### src/rtl/latency_stats_pkg.sv
// Shared widths, stats record, saturating helpers and FSM encoding for latency_stats.
// DW, CNT_W and SUM_W are fixed here so the stats record and helpers have one definition.
package latency_stats_pkg;

  localparam int unsigned DW    = 64;
  localparam int unsigned CNT_W = 32;
  localparam int unsigned SUM_W = 64;

  typedef struct packed {
    logic [DW-1:0]    min;
    logic [DW-1:0]    max;
    logic [SUM_W-1:0] sum;
    logic [CNT_W-1:0] count;
    logic [CNT_W-1:0] neg;
  } lat_stats_t;

  localparam lat_stats_t STATS_RESET = '{min: '1, max: '0, sum: '0, count: '0, neg: '0};

  typedef enum logic {StIdle, StDump} lat_state_e;

  function automatic logic [CNT_W-1:0] sat_inc(input logic [CNT_W-1:0] v);
    return (&v) ? v : v + CNT_W'(1);
  endfunction

  function automatic logic [SUM_W-1:0] sat_add(input logic [SUM_W-1:0] a,
                                               input logic [DW-1:0] b);
    logic [SUM_W:0] s;
    s = {1'b0, a} + (SUM_W + 1)'(b);
    return s[SUM_W] ? '1 : s[SUM_W-1:0];
  endfunction

endpackage

### src/rtl/lat_hist_bank.sv
// Live and shadow histogram bins: saturating increment, capture into shadow, optional clear,
// and a read mux on the frozen shadow copy.
module lat_hist_bank
  import latency_stats_pkg::*;
#(
  parameter int unsigned BINS = 16
) (
  input  logic                    clk,
  input  logic                    rst,
  input  logic                    inc,
  input  logic [$clog2(BINS)-1:0] inc_bin,
  input  logic                    capture,
  input  logic                    clear,
  input  logic [$clog2(BINS)-1:0] rd_bin,
  output logic [CNT_W-1:0]        rd_count
);

  localparam int unsigned BW = $clog2(BINS);

  logic [CNT_W-1:0] live_q   [BINS];
  logic [CNT_W-1:0] live_d   [BINS];
  logic [CNT_W-1:0] shadow_q [BINS];

  // The same-cycle sample lands on top of the cleared base so it is never lost.
  always_comb begin
    for (int i = 0; i < BINS; i++) begin
      live_d[i] = (capture && clear) ? '0 : live_q[i];
      if (inc && (inc_bin == BW'(i))) begin
        live_d[i] = sat_inc(live_d[i]);
      end
    end
  end

  always_ff @(posedge clk) begin
    if (rst) begin
      for (int i = 0; i < BINS; i++) begin
        live_q[i]   <= '0;
        shadow_q[i] <= '0;
      end
    end else begin
      for (int i = 0; i < BINS; i++) begin
        live_q[i] <= live_d[i];
        if (capture) begin
          shadow_q[i] <= live_q[i];
        end
      end
    end
  end

  assign rd_count = shadow_q[rd_bin];

endmodule

### src/rtl/latency_stats.sv
// Latency delta statistics: min/max/sum/count/negative count plus a histogram, with an atomic
// snapshot that freezes the scalars and streams the frozen histogram over valid/ready.
module latency_stats
  import latency_stats_pkg::*;
#(
  parameter int unsigned BINS      = 16,
  parameter int unsigned BIN_SHIFT = 6
) (
  input  logic                    clk,
  input  logic                    rst,
  input  logic                    delta_valid,
  input  logic [DW-1:0]           delta,
  input  logic                    snap_req,
  input  logic                    snap_clear,
  output logic                    snap_busy,
  output logic                    snap_valid,
  output logic [DW-1:0]           snap_min,
  output logic [DW-1:0]           snap_max,
  output logic [SUM_W-1:0]        snap_sum,
  output logic [CNT_W-1:0]        snap_count,
  output logic [CNT_W-1:0]        snap_neg,
  output logic                    hist_valid,
  input  logic                    hist_ready,
  output logic [$clog2(BINS)-1:0] hist_bin,
  output logic [CNT_W-1:0]        hist_count,
  output logic                    hist_last
);

  localparam int unsigned BW = $clog2(BINS);

  lat_state_e    state_q, state_d;
  logic [BW-1:0] bin_q, bin_d;
  lat_stats_t    live_q, live_d, snap_q;
  logic          snap_valid_q;

  logic          accept;
  logic          sample_pos;
  logic          sample_neg;
  logic [DW-1:0] shifted;
  logic [BW-1:0] sample_bin;

  assign accept     = (state_q == StIdle) && snap_req;
  assign sample_pos = delta_valid && !delta[DW-1];
  assign sample_neg = delta_valid && delta[DW-1];

  always_comb begin
    shifted = delta >> BIN_SHIFT;
    if (shifted > DW'(BINS - 1)) begin
      sample_bin = BW'(BINS - 1);
    end else begin
      sample_bin = shifted[BW-1:0];
    end
  end

  always_comb begin
    live_d = (accept && snap_clear) ? STATS_RESET : live_q;
    if (sample_pos) begin
      if (delta < live_d.min) live_d.min = delta;
      if (delta > live_d.max) live_d.max = delta;
      live_d.sum   = sat_add(live_d.sum, delta);
      live_d.count = sat_inc(live_d.count);
    end
    if (sample_neg) begin
      live_d.neg = sat_inc(live_d.neg);
    end
  end

  // Capture reads live_q, so the sample arriving with the request is excluded.
  always_ff @(posedge clk) begin
    if (rst) begin
      live_q       <= STATS_RESET;
      snap_q       <= STATS_RESET;
      snap_valid_q <= 1'b0;
    end else begin
      live_q       <= live_d;
      snap_valid_q <= accept;
      if (accept) begin
        snap_q <= live_q;
      end
    end
  end

  always_ff @(posedge clk) begin
    if (rst) begin
      state_q <= StIdle;
      bin_q   <= '0;
    end else begin
      state_q <= state_d;
      bin_q   <= bin_d;
    end
  end

  always_comb begin
    state_d = state_q;
    bin_d   = bin_q;
    unique case (state_q)
      StIdle: begin
        bin_d = '0;
        if (snap_req) state_d = StDump;
      end
      StDump: begin
        if (hist_ready) begin
          bin_d = bin_q + BW'(1);
          if (bin_q == BW'(BINS - 1)) state_d = StIdle;
        end
      end
      default: state_d = StIdle;
    endcase
  end

  always_comb begin
    hist_valid = (state_q == StDump);
    snap_busy  = (state_q == StDump);
    hist_last  = (state_q == StDump) && (bin_q == BW'(BINS - 1));
    hist_bin   = bin_q;
  end

  assign snap_valid = snap_valid_q;
  assign snap_min   = snap_q.min;
  assign snap_max   = snap_q.max;
  assign snap_sum   = snap_q.sum;
  assign snap_count = snap_q.count;
  assign snap_neg   = snap_q.neg;

  lat_hist_bank #(
    .BINS(BINS)
  ) u_hist (
    .clk     (clk),
    .rst     (rst),
    .inc     (sample_pos),
    .inc_bin (sample_bin),
    .capture (accept),
    .clear   (snap_clear),
    .rd_bin  (bin_q),
    .rd_count(hist_count)
  );

endmodule

### config.mk
export PLATFORM = sky130hd
export DESIGN_NAME = latency_stats
export DESIGN_NICKNAME = d
export VERILOG_FILES = /design/src/rtl/latency_stats_pkg.sv /design/src/rtl/lat_hist_bank.sv /design/src/rtl/latency_stats.sv
export SDC_FILE = /design/constraint.sdc
export NUM_CORES = 2
export LEC_CHECK = 0
export CORE_MARGIN = 2
export CORE_UTILIZATION = 60
export DETAILED_ROUTE_END_ITERATION = 8
export PLACE_DENSITY = 0.78
export SLEW_MARGIN = 20
export SYNTH_ARGS = -nofsm -noshare
export SYNTH_HDL_FRONTEND = slang
export SYNTH_SLANG_ARGS = --single-unit
### constraint.sdc
create_clock -name clk -period 24 [get_ports clk]
set_clock_uncertainty 0.15 [all_clocks]
set_input_delay 2.4 -clock clk [delete_from_list [all_inputs] [get_ports clk]]
set_output_delay 2.4 -clock clk [all_outputs]
set_load 0.02 [all_outputs]
# Word level (Yosys, flattened, before mapping)
# Memory sizes are Yosys's and may differ from the RTL's. A register that Yosys moved wholly into a read port is not among the register bits.
# Index checks and enable logic that the tools add are counted.
# word_totals
regBits,518
ram_bits,1024
in_bits,70
out_inout_bits,296
mem_count,2
# memory_table
memory,words,word_bits,rd,rd_clocked_by_memory_dff,write_ports,line,text
u_hist.live_q,16,32,16,0,16,lat_hist_bank.sv:20,logic [CNT_W-1:0] live_q [BINS];
u_hist.shadow_q,16,32,1,1,16,lat_hist_bank.sv:22,logic [CNT_W-1:0] shadow_q [BINS];
# op_classes
n_addsub,20
n_lt_le_gt_ge,3
n_eq_ne,17
n_mux,103
bitwise_logic,33
reduce_logical,41
# op_table
cell,count
32-bit 2-to-1 mux,83
"32-bit by 1-bit adder with 32-bit output, second input constant",18
32-bit AND reduction,18
256-bit 2-to-1 mux,1
224-bit 2-to-1 mux,1
64-bit 2-to-1 mux,3
64-bit by 64-bit adder with 65-bit output,1
64-bit > comparator,1
64-bit < comparator,1
"58-bit by 4-bit > comparator with 1-bit output, second input constant",1
"4-bit == test, second input constant",9
1-bit OR,32
1-bit logical AND,21
"4-bit by 3-bit == test with 1-bit output, second input constant",4
4-bit 2-to-1 mux,4
1-bit 2-to-1 mux,9
"4-bit by 2-bit == test with 1-bit output, second input constant",2
4-bit case mux with 2 select lines,1
"4-bit by 1-bit adder with 4-bit output, second input constant",1
"4-bit by 1-bit == test with 1-bit output, second input constant",1
4-bit zero test,1
"2-bit != test, second input constant",1
1-bit case mux with 2 select lines,1
1-bit zero test,1
1-bit NOT,1

# Longest topological paths before layout
# depth
word_depth,8
depth_mapped,22

# Hierarchy
# Synthesis repeated with hierarchy kept, for this count alone.
# unflattened
cells_unflattened,8035
hier_area_um2,77007.6
# by_module_without_submodules
module,instances,cells_each,area_per_inst_um2
lat_hist_bank,1,4752,50055.5
latency_stats,1,3283,26952.1

# Least setup slack after synthesis
# No wires, ideal clock.
# synth_path
path_type,input-to-reg
startpoint,in snap_req
endpoint,"mem u_hist.shadow_q[0][0], enable pin"
setup_ns,1.081
arrival_time_ns,16.692
required_ns,22.769
slack_ns,6.077
path_stages,4
path_buffers,1
cell_sequence,nand2b_1 nor2b_1 inv_1 clkbuf_1
# synth_rtl
element,line,text
from (decl),latency_stats.sv:13,"input logic snap_req,"
to (decl),lat_hist_bank.sv:22,

# Final worst setup path
# layout_path
startpoint,in snap_req
endpoint,reg live_q[116] in the netlist's numbering
# layout_via
elab_chain_cells,6
# layout_rtl
element,line,text
1-bit logical AND (*),latency_stats.sv:42,assign accept = (state_q == StIdle) && snap_req;
1-bit logical AND (*),latency_stats.sv:56,live_d = (accept && snap_clear) ? STATS_RESET : live_q;
256-bit 2-to-1 mux (*),latency_stats.sv:56,
64-bit by 64-bit adder with 65-bit output,latency_stats_pkg.sv:28,"s = {1'b0, a} + (SUM_W + 1)'(b);"
64-bit 2-to-1 mux,latency_stats_pkg.sv:29,return s[SUM_W] ? '1 : s[SUM_W-1:0];
224-bit 2-to-1 mux (*),latency_stats.sv:57,if (sample_pos) begin
to (signal assigned),latency_stats.sv:75,live_q <= live_d;
to (decl),latency_stats.sv:33,"lat_stats_t live_q, live_d, snap_q;"
# Mark *: on every way between the ends. The rest lies on a longest branch, timed or not.
# A chain may end at the register's enable or synchronous reset.

==> impl_metrics.yaml <==
clocking:
  numCtsBuffers: 161
  cts_tree: "built"
  path_clk_slew_ns: 0.06
  ctsHoldBuffers: 0
  insertion_delay_ns: 0.79
  cts_sinks: 1546
  clock_path_buffers: 3
  cts_setup_buffers: 0
  cts_resized: 0
  cts_root_buf: "clkbuf_16"
  htree_levels: 4
sta:
  max_freq_ghz: 0.1247
  worst_slack_ns: 15.98
  tightest_slew_ns: 1.156
  setup_tns_ns: 0
  fin_crit_sh_pct: 33.40
  setup_viol: 0
  slew_headroom_pct: 22.94
  rsz0062_at_grt: "no"
  hold_viol: 0
  hold_slack_ns: 0.3109
  slew_viol_final: 0
  min_period_ns: 8.016
route:
  ant_nets: 0
  drt_iter0_markers: 6307
  drc_errors: 0
  vias: 57808
  via_per_inst: 6.294
  wl_mm: 208.7
  wire_per_inst_um: 22.72
  drt_pass1_iterations: 6
pwr:
  p_sw_mw: 1.461
  ir_drop_mv: 0.06671
  power_density_mw_per_mm2: 71.12
  pwr-share-seq_pct: 47.9
  pwr-share-comb_pct: 9.3
  clkPwrFrac_pct: 42.8
  p_sw_share_pct: 24.62
  power.internal_mw: 4.475
  p_leak_nw: 29.84
finish:
  fin_nets: 7702
  layout_commonest_cell: "dfxtp_1"
  final_util_pct: 68.57
  final_cell_mix: "dfxtp_1 (1031), nor2_1 (868), nand2_1 (635)"
  fin_area_mm2: 0.08347
  drive_above_1_share_pct: 6.776
  area_delta_synth_final_pct: 13.52
  nFillCells: 9116
placement:
  dp_hpwl_mm: 141.1
  port_buffers: 365
  placed_area_mm2: 0.07807
  place_ws_ns: 15.37
  globalplace.congestion: 0.9684
global_route:
  grt_max_degree: 185
  grt_util_all_layers_pct: 32.59
  gr-total-overflow: 0
  grt_pass1_vias: 54995
  grt_pass1_wl_mm: 320.5
  antenna_found_initial: 6
floorplan:
  fp.dieW_um: 354.1
  fp.dieH_um: 354.1
  die-area_mm2: 0.1254
  coreArea_mm2: 0.1217
  pin_count: 366
  num_rows: 128
  initial_core_util_pct: 60.41
critical_path:
  cp-start-kind: "input pin"
  crit_fanout: 123
  end_kind: "register"
  path_class: "in -> reg"
  crit_arrival_ns: 8.46
  reg2reg_slack_ns: 17.54
  cp_data_required_time_ns: 24.44
synthesis:
  netlist_area_mm2: 0.07353
  ys.warnings.count: 0
  ys_async_sr_fraction_pct: 0
  avgSynthCellArea_um2: 10.09
  synth_edf_count: 512
  netlist_instances: 7285
  syn_nets: 7566
  ys_seq_elements: 1546
  synth_cell_types: 92
  ys.flop_type: "dfxtp_1"
  ys_seq_area_share_pct: 49.06
outcome:
  status: "completed"
worst_hold_path:
  holdCritPathClass: "reg -> reg"
job:
  maxCapViolCount: 0
## synthesized netlist by cell type, types with 177 or more instances
| cell | count | share of area (%) |
|---|---|---|
| nor2_1 | 869 | 4.4 |
| xnor2_1 | 240 | 2.9 |
| edfxtp_1 | 512 | 21 |
| nand3_1 | 248 | 1.7 |
| nor2b_1 | 194 | 1.7 |
| nand4_1 | 177 | 1.5 |
| dfxtp_1 | 1034 | 28 |
| a22o_1 | 189 | 2.3 |
| xor2_1 | 320 | 3.8 |
| nand2_1 | 636 | 3.2 |
| ha_1 | 210 | 3.6 |
| and2_1 | 432 | 3.7 |
| clkbuf_1 | 412 | 2.1 |
## routing by layer
metal	global-route usage, %	vias to the layer above	share of wire, %
met4	18.94	0	6.4
met5	0	-	0
met3	4.830	554	7.6
met1	43.31	28358	40
met2	51.02	2496	46
li1	-	26400	-
## kinds of logic after synthesis
| family | count (synthesis) | share of synthesized area, % |
|---|---|---|
| xor gates and xnor gates | 560 | 6.671 |
| and+or+nand+nor | 3329 | 23.38 |
| DFF | 1546 | 49.06 |
| adders and majority gates | 211 | 3.601 |
| AOI/OAI and AO/OA | 867 | 8.556 |
| muxes | 238 | 5.964 |
| buffers and inverters | 534 | 2.762 |
## registers in the layout (all words and copies together), names as in the netlist, named ones only
signal	cells
snap_max	64
hist_bin	4
u_hist.live_q	512
u_hist.shadow_q	512
snap_neg	32
live_q	256
snap_min	64
hist_valid	1
snap_valid	1
snap_sum	64
snap_count	32
## per-stage QoR
stage               total power [mW]  cells
floorplan                      3.269   7285
global placement               3.428   8882
detailed placement             3.440   8882
CTS                            5.945   9180
global route                   6.103   9183
finish                         5.936   9185
## critical path, cell delays in order
cell and delay (ns):
clkdlybuf4s50_1 0.45, nand3b_1 0.33, buf_12 0.50, buf_4 0.72, and2_1 0.25, ha_1 0.32
a21o_1 0.25, a31o_2 0.28, a2111oi_0 0.50, a211oi_1 0.18, a32oi_1 0.48, a211oi_1 0.16
nor2_1 0.29, o211a_2 0.45, buf_4 0.56, o311ai_0 0.23
## power by group through the flow
stage          Clock (mW)  Combinational (mW)  Sequential, mW
3_3_place_gp            0               0.531            2.90
6_report             2.54               0.553            2.84
2_1_floorplan           0               0.344            2.93
4_1_cts              2.56               0.543            2.84
3_5_place_dp            0               0.540            2.90
5_1_grt              2.66               0.591            2.85
## cell type report
type	count	area, um^2	area share [%]
diodes	4	10.01	0.01199
clock buffers	225	4649	5.570
clock inverters	73	696.9	0.8350
inverters	82	322.8	0.3868
multi-input cells	5205	35500	42.53
flip-flops and latches	1546	36080	43.23
well taps	1625	2033	2.436
repair buffers	425	4170	4.996
## path summary, 6_finish.rpt
| path | end | cells after the start | startpoint |
|---|---|---|---|
| worst max register to register | live_q[116]$_SDFF_PP0_ | 16 | hist_valid$_SDFF_PP0_ |
| worst min-delay path | live_q[191]$_SDFF_PP0_ | 2 | live_q[191]$_SDFF_PP0_ |
| worst max-delay path | live_q[116]$_SDFF_PP0_ | 16 | snap_req |
| worst min register to register | live_q[191]$_SDFF_PP0_ | 2 | live_q[191]$_SDFF_PP0_ |
No activity file was read; power rests on OpenSTA's default activity.
